`config.mk`:
```
export PLATFORM = sky130hd
export DESIGN_NAME = nibble_row_packer_flat
export DESIGN_NICKNAME = d
export VERILOG_FILES = /design/src/rtl/nibble_row_packer_if.sv /design/src/rtl/nibble_row_packer.sv /design/src/flat_wrapper.sv
export SDC_FILE = /design/constraint.sdc
export NUM_CORES = 1
export LEC_CHECK = 0
export CAP_MARGIN = 30
export CORE_MARGIN = 4
export CORE_UTILIZATION = 49
export CTS_BUF_LIST = sky130_fd_sc_hd__clkbuf_4 sky130_fd_sc_hd__clkbuf_8
export CTS_CLUSTER_SIZE = 20
export DETAILED_ROUTE_END_ITERATION = 8
export PLACE_DENSITY = 0.78
export SLEW_MARGIN = 20
export SYNTH_ARGS = -nofsm -noshare
export SYNTH_HDL_FRONTEND = slang
export SYNTH_SLANG_ARGS = --single-unit
export TNS_END_PERCENT = 5
```
`constraint.sdc`:
```
create_clock -name clk -period 1.9 [get_ports clk]
set_input_delay 0.38 -clock clk [delete_from_list [all_inputs] [get_ports clk]]
set_output_delay 0.38 -clock clk [all_outputs]
set_load 0.02 [all_outputs]
```
`src/rtl/nibble_row_packer_if.sv`:
```
// Handshake bundle between a row source, the nibble row packer and the word sink.
// Carries the row-in channel, the flush strobe and the packed-word-out channel.
// master = environment side (drives rows, flush and out_ready); slave = packer side.
interface nibble_row_packer_if #(
  parameter int NIB_W = 4,
  parameter int ROWS  = 2
);
  localparam int ROW_W = 2 * NIB_W;
  localparam int CNT_W = $clog2(ROWS + 1);

  logic                  in_valid;
  logic                  in_ready;
  logic [ROW_W-1:0]      in_data;
  logic                  flush;
  logic                  out_valid;
  logic                  out_ready;
  logic [ROWS*ROW_W-1:0] out_data;
  logic [CNT_W-1:0]      out_count;

  modport master (
    output in_valid, in_data, flush, out_ready,
    input  in_ready, out_valid, out_data, out_count
  );

  modport slave (
    input  in_valid, in_data, flush, out_ready,
    output in_ready, out_valid, out_data, out_count
  );
endinterface

```
`src/rtl/nibble_row_packer.sv`:
```
// Packs ROWS row words {b, a} into one word (row 0 in the LSBs); flush closes a partial word.
// Latency: packed word is visible one cycle after the row transfer (or flush) that closes it.
// Backpressure: while a word is held, a new row is accepted only on the cycle the held word drains.
module nibble_row_packer #(
  parameter int NIB_W = 4,
  parameter int ROWS  = 2
) (
  input logic                clk,
  input logic                rst,
  nibble_row_packer_if.slave bus
);
  localparam int ROW_W = 2 * NIB_W;
  localparam int WRD_W = ROWS * ROW_W;
  localparam int IDX_W = $clog2(ROWS);
  localparam int CNT_W = $clog2(ROWS + 1);

  typedef enum logic {FILL, HOLD} state_t;

  state_t             state_q, state_d;
  logic [IDX_W-1:0]   idx_q, idx_d;
  logic [WRD_W-1:0]   acc_q, acc_d;
  logic [WRD_W-1:0]   out_data_q, out_data_d;
  logic [CNT_W-1:0]   out_count_q, out_count_d;

  logic               in_xfer;
  logic [WRD_W-1:0]   acc_row;
  logic [CNT_W-1:0]   rows_held;

  // In HOLD the input is only open when the held word leaves in the same cycle.
  assign bus.in_ready  = (state_q == FILL) ? 1'b1 : bus.out_ready;
  assign bus.out_valid = (state_q == HOLD);
  assign bus.out_data  = out_data_q;
  assign bus.out_count = out_count_q;
  assign in_xfer       = bus.in_valid && bus.in_ready;

  // Next-state: slot write, word closing on last row or flush, and drain of the held word.
  always_comb begin
    state_d     = state_q;
    idx_d       = idx_q;
    acc_d       = acc_q;
    out_data_d  = out_data_q;
    out_count_d = out_count_q;

    // Accumulator as it would look with this cycle's row dropped into slot idx.
    acc_row = acc_q;
    for (int k = 0; k < ROWS; k++) begin
      if (in_xfer && (IDX_W'(k) == idx_q)) begin
        acc_row[k*ROW_W +: ROW_W] = bus.in_data;
      end
    end
    rows_held = CNT_W'(idx_q) + CNT_W'(in_xfer);

    case (state_q)
      FILL: begin
        if (in_xfer && (idx_q == IDX_W'(ROWS - 1))) begin
          // Last slot filled; a coincident flush changes nothing.
          out_data_d  = acc_row;
          out_count_d = CNT_W'(ROWS);
          acc_d       = '0;
          idx_d       = '0;
          state_d     = HOLD;
        end else if (bus.flush && (rows_held != '0)) begin
          // Partial word; absent rows are zero because the accumulator starts cleared.
          out_data_d  = acc_row;
          out_count_d = rows_held;
          acc_d       = '0;
          idx_d       = '0;
          state_d     = HOLD;
        end else if (in_xfer) begin
          acc_d = acc_row;
          idx_d = idx_q + IDX_W'(1);
        end
      end
      HOLD: begin
        // flush is deliberately ignored here; the held word is already closed.
        if (bus.out_ready) begin
          state_d = FILL;
          if (in_xfer) begin
            // idx_q is 0 and acc_q is clear in HOLD, so this lands in slot 0.
            acc_d = acc_row;
            idx_d = IDX_W'(1);
          end
        end
      end
      default: state_d = FILL;
    endcase
  end

  // State registers; reset discards partial rows and any held word at once.
  always_ff @(posedge clk or posedge rst) begin
    if (rst) begin
      state_q     <= FILL;
      idx_q       <= '0;
      acc_q       <= '0;
      out_data_q  <= '0;
      out_count_q <= '0;
    end else begin
      state_q     <= state_d;
      idx_q       <= idx_d;
      acc_q       <= acc_d;
      out_data_q  <= out_data_d;
      out_count_q <= out_count_d;
    end
  end
endmodule
```
`src/flat_wrapper.sv`:
```
// flat-port wrapper written by rule: the top's interface ports become plain ports
module nibble_row_packer_flat 
#(
  parameter int NIB_W = 4,
  parameter int ROWS  = 2
)
  (clk, rst, bus_in_valid, bus_in_data, bus_flush, bus_out_ready, bus_in_ready, bus_out_valid, bus_out_data, bus_out_count);
  nibble_row_packer_if #(.NIB_W(NIB_W), .ROWS(ROWS)) bus_i ();
  input logic clk;
  input logic rst;
  input wire logic [$bits(bus_i.in_valid)-1:0] bus_in_valid;
  input wire logic [$bits(bus_i.in_data)-1:0] bus_in_data;
  input wire logic [$bits(bus_i.flush)-1:0] bus_flush;
  input wire logic [$bits(bus_i.out_ready)-1:0] bus_out_ready;
  output wire logic [$bits(bus_i.in_ready)-1:0] bus_in_ready;
  output wire logic [$bits(bus_i.out_valid)-1:0] bus_out_valid;
  output wire logic [$bits(bus_i.out_data)-1:0] bus_out_data;
  output wire logic [$bits(bus_i.out_count)-1:0] bus_out_count;
  assign bus_i.in_valid = bus_in_valid;
  assign bus_i.in_data = bus_in_data;
  assign bus_i.flush = bus_flush;
  assign bus_i.out_ready = bus_out_ready;
  assign bus_in_ready = bus_i.in_ready;
  assign bus_out_valid = bus_i.out_valid;
  assign bus_out_data = bus_i.out_data;
  assign bus_out_count = bus_i.out_count;
  nibble_row_packer #(.NIB_W(NIB_W), .ROWS(ROWS)) u_core (.clk(clk), .rst(rst), .bus(bus_i));
endmodule
```
==> results of run 1 <==
cells in the mapped netlist:
| library cell | instances | area (sq um) |
|---|---|---|
| sky130_fd_sc_hd__a21bo_2 | 1 | 10.01 |
| sky130_fd_sc_hd__a21oi_1 | 3 | 15.01 |
| sky130_fd_sc_hd__a21oi_4 | 1 | 16.27 |
| sky130_fd_sc_hd__a22o_1 | 9 | 78.83 |
| sky130_fd_sc_hd__a311oi_1 | 1 | 8.760 |
| sky130_fd_sc_hd__and2_1 | 3 | 18.77 |
| sky130_fd_sc_hd__and3b_1 | 7 | 61.31 |
| sky130_fd_sc_hd__buf_12 | 1 | 20.02 |
| sky130_fd_sc_hd__buf_2 | 1 | 5.000 |
| sky130_fd_sc_hd__buf_4 | 1 | 7.510 |
| sky130_fd_sc_hd__buf_6 | 2 | 22.52 |
| sky130_fd_sc_hd__clkbuf_1 | 2 | 7.510 |
| sky130_fd_sc_hd__clkbuf_2 | 1 | 5.000 |
| sky130_fd_sc_hd__clkbuf_8 | 1 | 13.76 |
| sky130_fd_sc_hd__clkinv_1 | 1 | 3.750 |
| sky130_fd_sc_hd__dfrtp_1 | 36 | 900.9 |
| sky130_fd_sc_hd__ha_1 | 3 | 37.54 |
| sky130_fd_sc_hd__inv_1 | 4 | 15.01 |
| sky130_fd_sc_hd__inv_4 | 1 | 6.260 |
| sky130_fd_sc_hd__mux2_2 | 25 | 281.5 |
| sky130_fd_sc_hd__mux2_4 | 7 | 105.1 |
| sky130_fd_sc_hd__mux2i_1 | 1 | 10.01 |
| sky130_fd_sc_hd__nand2_1 | 1 | 3.750 |
| sky130_fd_sc_hd__nand2b_1 | 1 | 6.260 |
| sky130_fd_sc_hd__nand2b_4 | 1 | 13.76 |
| sky130_fd_sc_hd__nand3_1 | 2 | 10.01 |
| sky130_fd_sc_hd__nor2_2 | 1 | 6.260 |
| sky130_fd_sc_hd__nor2b_1 | 1 | 6.260 |
| sky130_fd_sc_hd__nor3_1 | 1 | 5.000 |
| sky130_fd_sc_hd__o21ai_0 | 2 | 10.01 |
| sky130_fd_sc_hd__o221a_2 | 7 | 78.83 |
| sky130_fd_sc_hd__o31ai_1 | 7 | 52.55 |
routing by layer:
metal / GRT usage [%] / routed length (microns) / vias up / part of all wire [%]
met5: 0 / 0 / - / 0
met4: 8.460 / 112 / 0 / 2.6
met3: 5.072 / 248 / 10 / 5.7
met2: 29.45 / 2151 / 54 / 50
met1: 23.09 / 1817 / 645 / 42
li1: - / - / 603 / -
repair_timing:
action / in CTS / in global routing
gates resized for setup: 8 / 9
endpoints found under the hold margin: 0 / 0
pin swaps: 0 / 2
endpoints found under the setup margin: 34 / 33
cloned: 0 / 1
power groups by stage:
stage               Combinational, mW  Clock (mW)  Sequential (mW)
global placement                 1.56           0             1.15
global route                     1.83       0.625             1.20
floorplan                       0.946           0             1.30
detailed placement               1.61           0             1.17
CTS                              1.66       0.594             1.17
finish                           1.72       0.576             1.18
logic make-up (layout without fill, tap and decap cells):
logic type | after synthesis | in the layout | synth area share [%]
flip-flops | 36 | 36 | 48.88
multiplexers | 33 | 33 | 21.52
AO/OA/AOI/OAI | 31 | 31 | 14.66
AND/OR/NAND/NOR | 18 | 18 | 7.129
buffers and inverters | 15 | 64 | 5.770
adder cells (fa/ha/maj) | 3 | 3 | 2.037
final timing paths:
path,start,to,cells past startpoint
max in group asynchronous,rst,u_core.bus.out_valid,3
hold / removal,rst,u_core.acc_q[12],2
hold reg to reg,u_core.bus.out_count[1],u_core.bus.out_count[1],2
setup / recovery,u_core.bus.out_valid,u_core.bus.out_data[9],8
setup reg to reg,u_core.bus.out_valid,u_core.bus.out_data[9],8
min in group clk,bus_out_ready,u_core.bus.out_valid,3
cell type report:
type | instances | area [sq um]
inverters | 6 | 25.02
multi-input cells | 85 | 893.4
well taps | 48 | 60.06
flip-flops and latches | 36 | 902.1
clock inverters | 2 | 13.76
repair buffers | 50 | 483.0
fillers | 260 | 1201
clock buffers | 6 | 82.58
critical path, stage by stage, from the launching register on:
cell and delay [ps]:
sky130_fd_sc_hd__dfrtp_2 430, sky130_fd_sc_hd__nand2b_4 70, sky130_fd_sc_hd__and2_4 170, sky130_fd_sc_hd__inv_2 40
sky130_fd_sc_hd__ha_2 160, sky130_fd_sc_hd__nand2b_4 150, sky130_fd_sc_hd__a21oi_4 210, sky130_fd_sc_hd__buf_6 190
sky130_fd_sc_hd__mux2_4 310
metrics by stage:
step	hold WS (ps)	cell area [sq um]	power, mW	cells	utilization [%]
after floorplan	467.0	1861	2.244	136	-
after global placement	483.7	2296	2.712	224	62.71
after detailed placement	490.8	2296	2.784	224	62.71
after CTS	361.2	2422	3.416	232	66.17
after global routing	390.9	2460	3.653	233	67.19
final	349.2	2460	3.469	233	67.19
flip-flops by register name, indices dropped and copies added (netlist names):
register              cells
u_core.acc_q             16
u_core.bus.out_count      2
u_core.bus.out_data      16
u_core.idx_q              1
u_core.bus.out_valid      1
==> flow_summary.html, run 1 <==
<table>
<tr><th>Metric</th><th>Value</th></tr>
<tr><th colspan="2">Global route</th></tr>
<tr><td>Global router's overall resource usage</td><td>roughly 18%</td></tr>
<tr><td>Maximum number of pins on one net before global-route repair</td><td>30</td></tr>
<tr><td>Initial antenna violation count</td><td>0</td></tr>
<tr><td>Wire length of the first global-routing pass</td><td>slightly below 7 mm</td></tr>
<tr><td>Residual overflow from global routing</td><td>0</td></tr>
<tr><td>Vias in the first global route</td><td>1,343</td></tr>
<tr><th colspan="2">Route</th></tr>
<tr><td>Final routed wirelength across all metal layers</td><td>4.330 mm</td></tr>
<tr><td>Number of violations reported at the end of detailed-routing iteration 0</td><td>67</td></tr>
<tr><td>First-pass detailed-route iteration total</td><td>4</td></tr>
<tr><td>Detail Route Antenna Nets</td><td>0</td></tr>
<tr><td>Average wire per standard cell</td><td>between 15 and 20 microns</td></tr>
<tr><td>DRC violations left</td><td>0</td></tr>
<tr><td>Overall via count from detail_route</td><td>~1,300</td></tr>
<tr><td>Vias per Instance</td><td>approximately 5.6</td></tr>
<tr><th colspan="2">Floorplan</th></tr>
<tr><td>Overall die height</td><td>69.33 microns</td></tr>
<tr><td>Die outline width</td><td>just under 70 microns</td></tr>
<tr><td>Starting density of the core</td><td>a little over 50%</td></tr>
<tr><td>Placeable Area</td><td>roughly 3700 sq um</td></tr>
<tr><td>Full die area</td><td>approximately 4800 sq um</td></tr>
<tr><td>Number of rows created at floorplan</td><td>22</td></tr>
<tr><td>I/O pin count</td><td>33</td></tr>
<tr><th colspan="2">Synthesis</th></tr>
<tr><td>Cell variety after synth</td><td>32</td></tr>
<tr><td>Share of synthesized area occupied by flip-flops and latches</td><td>between 40% and 50%</td></tr>
<tr><td>Synthesized area</td><td>about 1800 sq um</td></tr>
<tr><td>Number of synthesis warnings</td><td>0</td></tr>
<tr><td>Mapped Avg Cell Area</td><td>around 14 sq um</td></tr>
<tr><td>Synthesized flop and latch total</td><td>36</td></tr>
<tr><td>Number of nets in the synthesized netlist</td><td>152</td></tr>
<tr><td>Gate Count Post-Synth</td><td>136</td></tr>
<tr><th colspan="2">Setup path</th></tr>
<tr><td>Endpoint kind of the worst setup timing path</td><td>flop</td></tr>
<tr><td>Type of origin of the critical path</td><td>flop</td></tr>
<tr><td>Setup slack, reg-to-reg</td><td>between 60 and 70 ps</td></tr>
<tr><td>Highest net fanout along the worst path</td><td>7</td></tr>
<tr><td>WP data required</td><td>about 2100 ps</td></tr>
<tr><td>Signal arrival time at the worst endpoint</td><td>about 2000 ps</td></tr>
<tr><td>Startpoint-to-endpoint class of the critical path</td><td>flop to flop</td></tr>
<tr><th colspan="2">Power and ir drop</th></tr>
<tr><td>Fraction of power consumed by the clock network</td><td>between 15 and 20%</td></tr>
<tr><td>Leakage power of the design</td><td>1.152 nW</td></tr>
<tr><td>Switching share of power</td><td>between 30% and 40%</td></tr>
<tr><td>Power Density</td><td>1410 nW/um^2</td></tr>
<tr><td>P_int</td><td>approximately 2.2 mW</td></tr>
<tr><td>Share of power burned in registers</td><td>between 30% and 40%</td></tr>
<tr><td>Psw</td><td>about 1.2 mW</td></tr>
<tr><td>Part of the total power dissipated in combinational logic</td><td>about half</td></tr>
<tr><td>Max rail drop VDD</td><td>around 940 uV</td></tr>
<tr><th colspan="2">Timing</th></tr>
<tr><td>Final setup TNS</td><td>0 ps</td></tr>
<tr><td>Final cycle utilization of the critical path</td><td>a little over nine tenths</td></tr>
<tr><td>Min Clock Period, post-route</td><td>~1800 ps</td></tr>
<tr><td>Unrepaired setup endpoints after global routing</td><td>false</td></tr>
<tr><td>Clock Skews</td><td>between 6 and 7 ps</td></tr>
<tr><td>Headroom to the max-slew limit</td><td>around 77%</td></tr>
<tr><td>Number of endpoints failing setup at the final stage</td><td>0</td></tr>
<tr><td>Transition time at the pin with the least slew margin</td><td>approximately 340 ps</td></tr>
<tr><td>Final Hold Vio Count</td><td>0</td></tr>
<tr><td>Maximum operating frequency</td><td>between 0.5 and 0.6 GHz</td></tr>
<tr><td>Final count of pins violating max slew</td><td>0</td></tr>
<tr><td>Post-route setup slack</td><td>just over 60 ps</td></tr>
<tr><th colspan="2">Clock network</th></tr>
<tr><td>Number of hold-repair buffers added at the cts stage</td><td>0</td></tr>
<tr><td>CTS tree</td><td>done</td></tr>
<tr><td>Clock latency on the worst-skew pair</td><td>a little under 300 ps</td></tr>
<tr><td>Number of buffers created by CTS</td><td>5</td></tr>
<tr><td>Number of sinks on the clock net</td><td>36</td></tr>
<tr><td>Number of levels in the clock H-tree</td><td>2</td></tr>
<tr><td>Root cell of the clock tree</td><td>sky130_fd_sc_hd__clkbuf_8</td></tr>
<tr><td>Setup Fix Bufs, Post-CTS</td><td>0</td></tr>
<tr><td>Maximum buffer depth of the clock tree</td><td>2</td></tr>
<tr><td>Reg clk slew, reported paths</td><td>70 ps</td></tr>
<tr><th colspan="2">Outcome</th></tr>
<tr><td>Outcome</td><td>completed</td></tr>
<tr><th colspan="2">Finish</th></tr>
<tr><td>Share of post-route cells with drive strength above 1</td><td>between 40% and 50%</td></tr>
<tr><td>Commonest cells after routing, fill and taps aside</td><td>sky130_fd_sc_hd__dfrtp_1, sky130_fd_sc_hd__clkdlybuf4s50_1, sky130_fd_sc_hd__mux2_2</td></tr>
<tr><td>Number of nets in the layout</td><td>200</td></tr>
<tr><td>Ant diodes</td><td>0</td></tr>
<tr><td>Leading cell type in the layout, fill and taps excluded</td><td>sky130_fd_sc_hd__dfrtp_1</td></tr>
<tr><td>Area grow syn2layout</td><td>33.47%</td></tr>
<tr><th colspan="2">Placed design</th></tr>
<tr><td>Post-detail-place hpwl</td><td>roughly 3 mm</td></tr>
<tr><td>Post-Place Worst Slack</td><td>-593.0 ps</td></tr>
<tr><td>Total of buffers placed on input and output ports</td><td>32</td></tr>
<tr><td>Routability Congestion</td><td>~0.95</td></tr>
<tr><th colspan="2">Run</th></tr>
<tr><td>Max-cap viol count</td><td>0</td></tr>
<tr><th colspan="2">Min path</th></tr>
<tr><td>Worst Hold Class</td><td>input pin to asynchronous set/reset pin</td></tr>
</table>
(Power assumes the default switching activity.)
==> run 2: changes to the inputs <==
CAP_MARGIN = not set   (was 30)
SKIP_LAST_GASP = 1   (was not set)
SLEW_MARGIN = 40   (was 20)
==> run 2 against run 1 <==
  * Clock power fell by 0.7%
  * Core utilization fell by 0.44 points
  * Register-to-register slack barely moved
  * Count of clock-buffer cells in the layout did not move
  * Power fell by 1.1%
  * Global-route usage fell by 0.52 points
  * Flip-flop and latch count did not move
  * Non-clock buffer count did not move
  * Die area did not move
  * Final cell count did not move
  * Fmax barely moved
  * Largest power group unchanged
==> flow_summary.html, run 2 (synthesized netlist as in run 1, its figures left out) <==
<table>
<tr><th>Metric</th><th>Value</th></tr>
<tr><th colspan="2">Outcome</th></tr>
<tr><td>Outcome</td><td>completed</td></tr>
<tr><th colspan="2">Route</th></tr>
<tr><td>First-pass detailed-route iteration total</td><td>4</td></tr>
<tr><td>Number of violations reported at the end of detailed-routing iteration 0</td><td>66</td></tr>
<tr><td>Detail Route Antenna Nets</td><td>0</td></tr>
<tr><td>Final routed wirelength across all metal layers</td><td>approximately 4.2 mm</td></tr>
<tr><td>DRC violations left</td><td>0</td></tr>
<tr><td>Vias per Instance</td><td>between 5 and 6</td></tr>
<tr><td>Overall via count from detail_route</td><td>~1,300</td></tr>
<tr><td>Average wire per standard cell</td><td>around 18 microns</td></tr>
<tr><th colspan="2">Timing</th></tr>
<tr><td>Final setup TNS</td><td>0 ps</td></tr>
<tr><td>Number of endpoints failing setup at the final stage</td><td>0</td></tr>
<tr><td>Final Hold Vio Count</td><td>0</td></tr>
<tr><td>Final cycle utilization of the critical path</td><td>between 90% and 100%</td></tr>
<tr><td>Headroom to the max-slew limit</td><td>76.84%</td></tr>
<tr><td>Final count of pins violating max slew</td><td>0</td></tr>
<tr><td>Min Clock Period, post-route</td><td>around 1800 ps</td></tr>
<tr><td>Clock Skews</td><td>8.482 ps</td></tr>
<tr><td>Transition time at the pin with the least slew margin</td><td>347.1 ps</td></tr>
<tr><td>Unrepaired setup endpoints after global routing</td><td>false</td></tr>
<tr><td>Maximum operating frequency</td><td>between 0.5 and 0.6 GHz</td></tr>
<tr><th colspan="2">Floorplan</th></tr>
<tr><td>Full die area</td><td>between 4000 and 5000 sq um</td></tr>
<tr><td>Overall die height</td><td>69.33 microns</td></tr>
<tr><td>Placeable Area</td><td>3661 sq um</td></tr>
<tr><td>Number of rows created at floorplan</td><td>22</td></tr>
<tr><td>I/O pin count</td><td>33</td></tr>
<tr><td>Die outline width</td><td>69.33 microns</td></tr>
<tr><td>Starting density of the core</td><td>50.34%</td></tr>
<tr><th colspan="2">Global route</th></tr>
<tr><td>Maximum number of pins on one net before global-route repair</td><td>30</td></tr>
<tr><td>Residual overflow from global routing</td><td>0</td></tr>
<tr><td>Global router's overall resource usage</td><td>about 18%</td></tr>
<tr><td>Wire length of the first global-routing pass</td><td>between 6 and 7 mm</td></tr>
<tr><td>Initial antenna violation count</td><td>0</td></tr>
<tr><td>Vias in the first global route</td><td>roughly 1,300</td></tr>
<tr><th colspan="2">Setup path</th></tr>
<tr><td>WP data required</td><td>just over 2000 ps</td></tr>
<tr><td>Critical register-to-register path startpoint</td><td>u_core.bus.out_valid</td></tr>
<tr><td>End of the worst register-to-register path</td><td>u_core.bus.out_data[13]</td></tr>
<tr><td>Startpoint-to-endpoint class of the critical path</td><td>flop to flop</td></tr>
<tr><td>Type of origin of the critical path</td><td>flop</td></tr>
<tr><td>Signal arrival time at the worst endpoint</td><td>roughly 2000 ps</td></tr>
<tr><td>Critical Path Start</td><td>u_core.bus.out_valid</td></tr>
<tr><td>Highest net fanout along the worst path</td><td>7</td></tr>
<tr><td>Endpoint kind of the worst setup timing path</td><td>flop</td></tr>
<tr><td>Cells on worst reg2reg path</td><td>8</td></tr>
<tr><td>Setup slack, reg-to-reg</td><td>roughly 60 ps</td></tr>
<tr><th colspan="2">Clock network</th></tr>
<tr><td>Setup Fix Bufs, Post-CTS</td><td>0</td></tr>
<tr><td>Maximum buffer depth of the clock tree</td><td>2</td></tr>
<tr><td>CTS tree</td><td>done</td></tr>
<tr><td>Number of levels in the clock H-tree</td><td>2</td></tr>
<tr><td>Root cell of the clock tree</td><td>sky130_fd_sc_hd__clkbuf_8</td></tr>
<tr><td>Clock latency on the worst-skew pair</td><td>290 ps</td></tr>
<tr><td>Reg clk slew, reported paths</td><td>about 70 ps</td></tr>
<tr><td>Number of sinks on the clock net</td><td>36</td></tr>
<tr><td>Number of hold-repair buffers added at the cts stage</td><td>0</td></tr>
<tr><td>Number of buffers created by CTS</td><td>5</td></tr>
<tr><th colspan="2">Finish</th></tr>
<tr><td>Number of fill cells</td><td>263</td></tr>
<tr><td>Number of nets in the layout</td><td>200</td></tr>
<tr><td>Share of post-route cells with drive strength above 1</td><td>about two fifths</td></tr>
<tr><td>Commonest cells after routing, fill and taps aside</td><td>sky130_fd_sc_hd__dfrtp_1, sky130_fd_sc_hd__clkdlybuf4s50_1, sky130_fd_sc_hd__mux2_2</td></tr>
<tr><td>Leading cell type in the layout, fill and taps excluded</td><td>sky130_fd_sc_hd__dfrtp_1</td></tr>
<tr><td>Ant diodes</td><td>0</td></tr>
<tr><td>Final standard cell count with taps included and fillers excluded</td><td>233</td></tr>
<tr><td>Area grow syn2layout</td><td>32.59%</td></tr>
<tr><th colspan="2">Run</th></tr>
<tr><td>Max-cap viol count</td><td>0</td></tr>
<tr><th colspan="2">Min path</th></tr>
<tr><td>Worst Hold Class</td><td>input pin to asynchronous set/reset pin</td></tr>
<tr><th colspan="2">Power and ir drop</th></tr>
<tr><td>Power Density</td><td>roughly 1400 nW/um^2</td></tr>
<tr><td>Total power</td><td>3.432 mW</td></tr>
<tr><td>Leakage power of the design</td><td>around 1.2 nW</td></tr>
<tr><td>Max rail drop VDD</td><td>940.4 uV</td></tr>
<tr><th colspan="2">Placed design</th></tr>
<tr><td>Routability Congestion</td><td>0.9488</td></tr>
<tr><td>Total of buffers placed on input and output ports</td><td>32</td></tr>
<tr><td>Dpl cells</td><td>~220</td></tr>
<tr><td>Post-detail-place hpwl</td><td>approximately 3 mm</td></tr>
</table>
## run 2: what timing repair did
item                       CTS  global route
gates resized for setup      2            11
gates cloned                 0             1
setup endpoints to repair   34            34
pin swaps                    0             2
## run 2: worst max-delay path, stage by stage, from the launching register on
cell and delay (ps):
sky130_fd_sc_hd__dfrtp_2 430, sky130_fd_sc_hd__nand2b_4 70, sky130_fd_sc_hd__and2_4 170, sky130_fd_sc_hd__inv_2 40
sky130_fd_sc_hd__ha_2 160, sky130_fd_sc_hd__nand2b_4 150, sky130_fd_sc_hd__a21oi_4 210, sky130_fd_sc_hd__buf_6 190
sky130_fd_sc_hd__mux2_4 300
## run 2: worst max-delay path by stage
stage | to | slack, ps
3_5_place_dp | u_core.acc_q[7] | -590
6_report | u_core.bus.out_data[13] | 60
2_1_floorplan | u_core.bus.out_data[0] | -170
4_1_cts | u_core.bus.out_data[9] | -150
5_1_grt | u_core.bus.out_data[9] | 7
3_3_place_gp | u_core.acc_q[3] | -450
## run 2: power breakdown
| part | switching [mW] | internal, mW | leakage [nW] | total, mW |
|---|---|---|---|---|
| clock | 0.276 | 0.296 | 0.0516 | 0.572 |
| combinational | 0.764 | 0.925 | 0.629 | 1.69 |
| sequential | 0.159 | 1.01 | 0.474 | 1.17 |
| total | 1.20 | 2.23 | 1.15 | 3.43 |
## run 2: layout make-up
type	count	area (sq um)	area share, %
Clock buffer	6	82.58	3.379
Clock inverter	2	13.76	0.5632
Inverter	6	25.02	1.024
Multi-Input combinational cell	85	877.1	35.89
Sequential cell	36	902.1	36.92
Tap cell	48	60.06	2.458
Timing Repair Buffer	50	483.0	19.76
## run 2: through the flow
stage | instance area (sq um) | hold slack [ps] | setup slack (ps) | utilization [%]
after floorplan | 1861 | 467.0 | -171.9 | -
after global placement | 2296 | 483.7 | -447.8 | 62.71
after detailed placement | 2296 | 490.8 | -593.0 | 62.71
after CTS | 2394 | 361.2 | -145.1 | 65.38
after global routing | 2444 | 390.9 | 6.513 | 66.75
final | 2444 | 351.3 | 60.43 | 66.75
## run 2: routing by layer
| layer | wire (microns) | global-route usage (%) | vias to the layer above | share of wire [%] |
|---|---|---|---|---|
| met5 | 0 | 0 | - | 0 |
| met4 | 134 | 10.20 | 0 | 3.2 |
| met3 | 269 | 5.217 | 15 | 6.4 |
| met2 | 2036 | 27.65 | 63 | 48 |
| met1 | 1786 | 22.25 | 644 | 42 |
| li1 | - | - | 606 | - |
==> run 3: changes to the inputs <==
SLEW_MARGIN = 20   (was 40)
==> results of run 3 <==
Same layout as run 2: the final DEF is identical, and so are final timing and power.
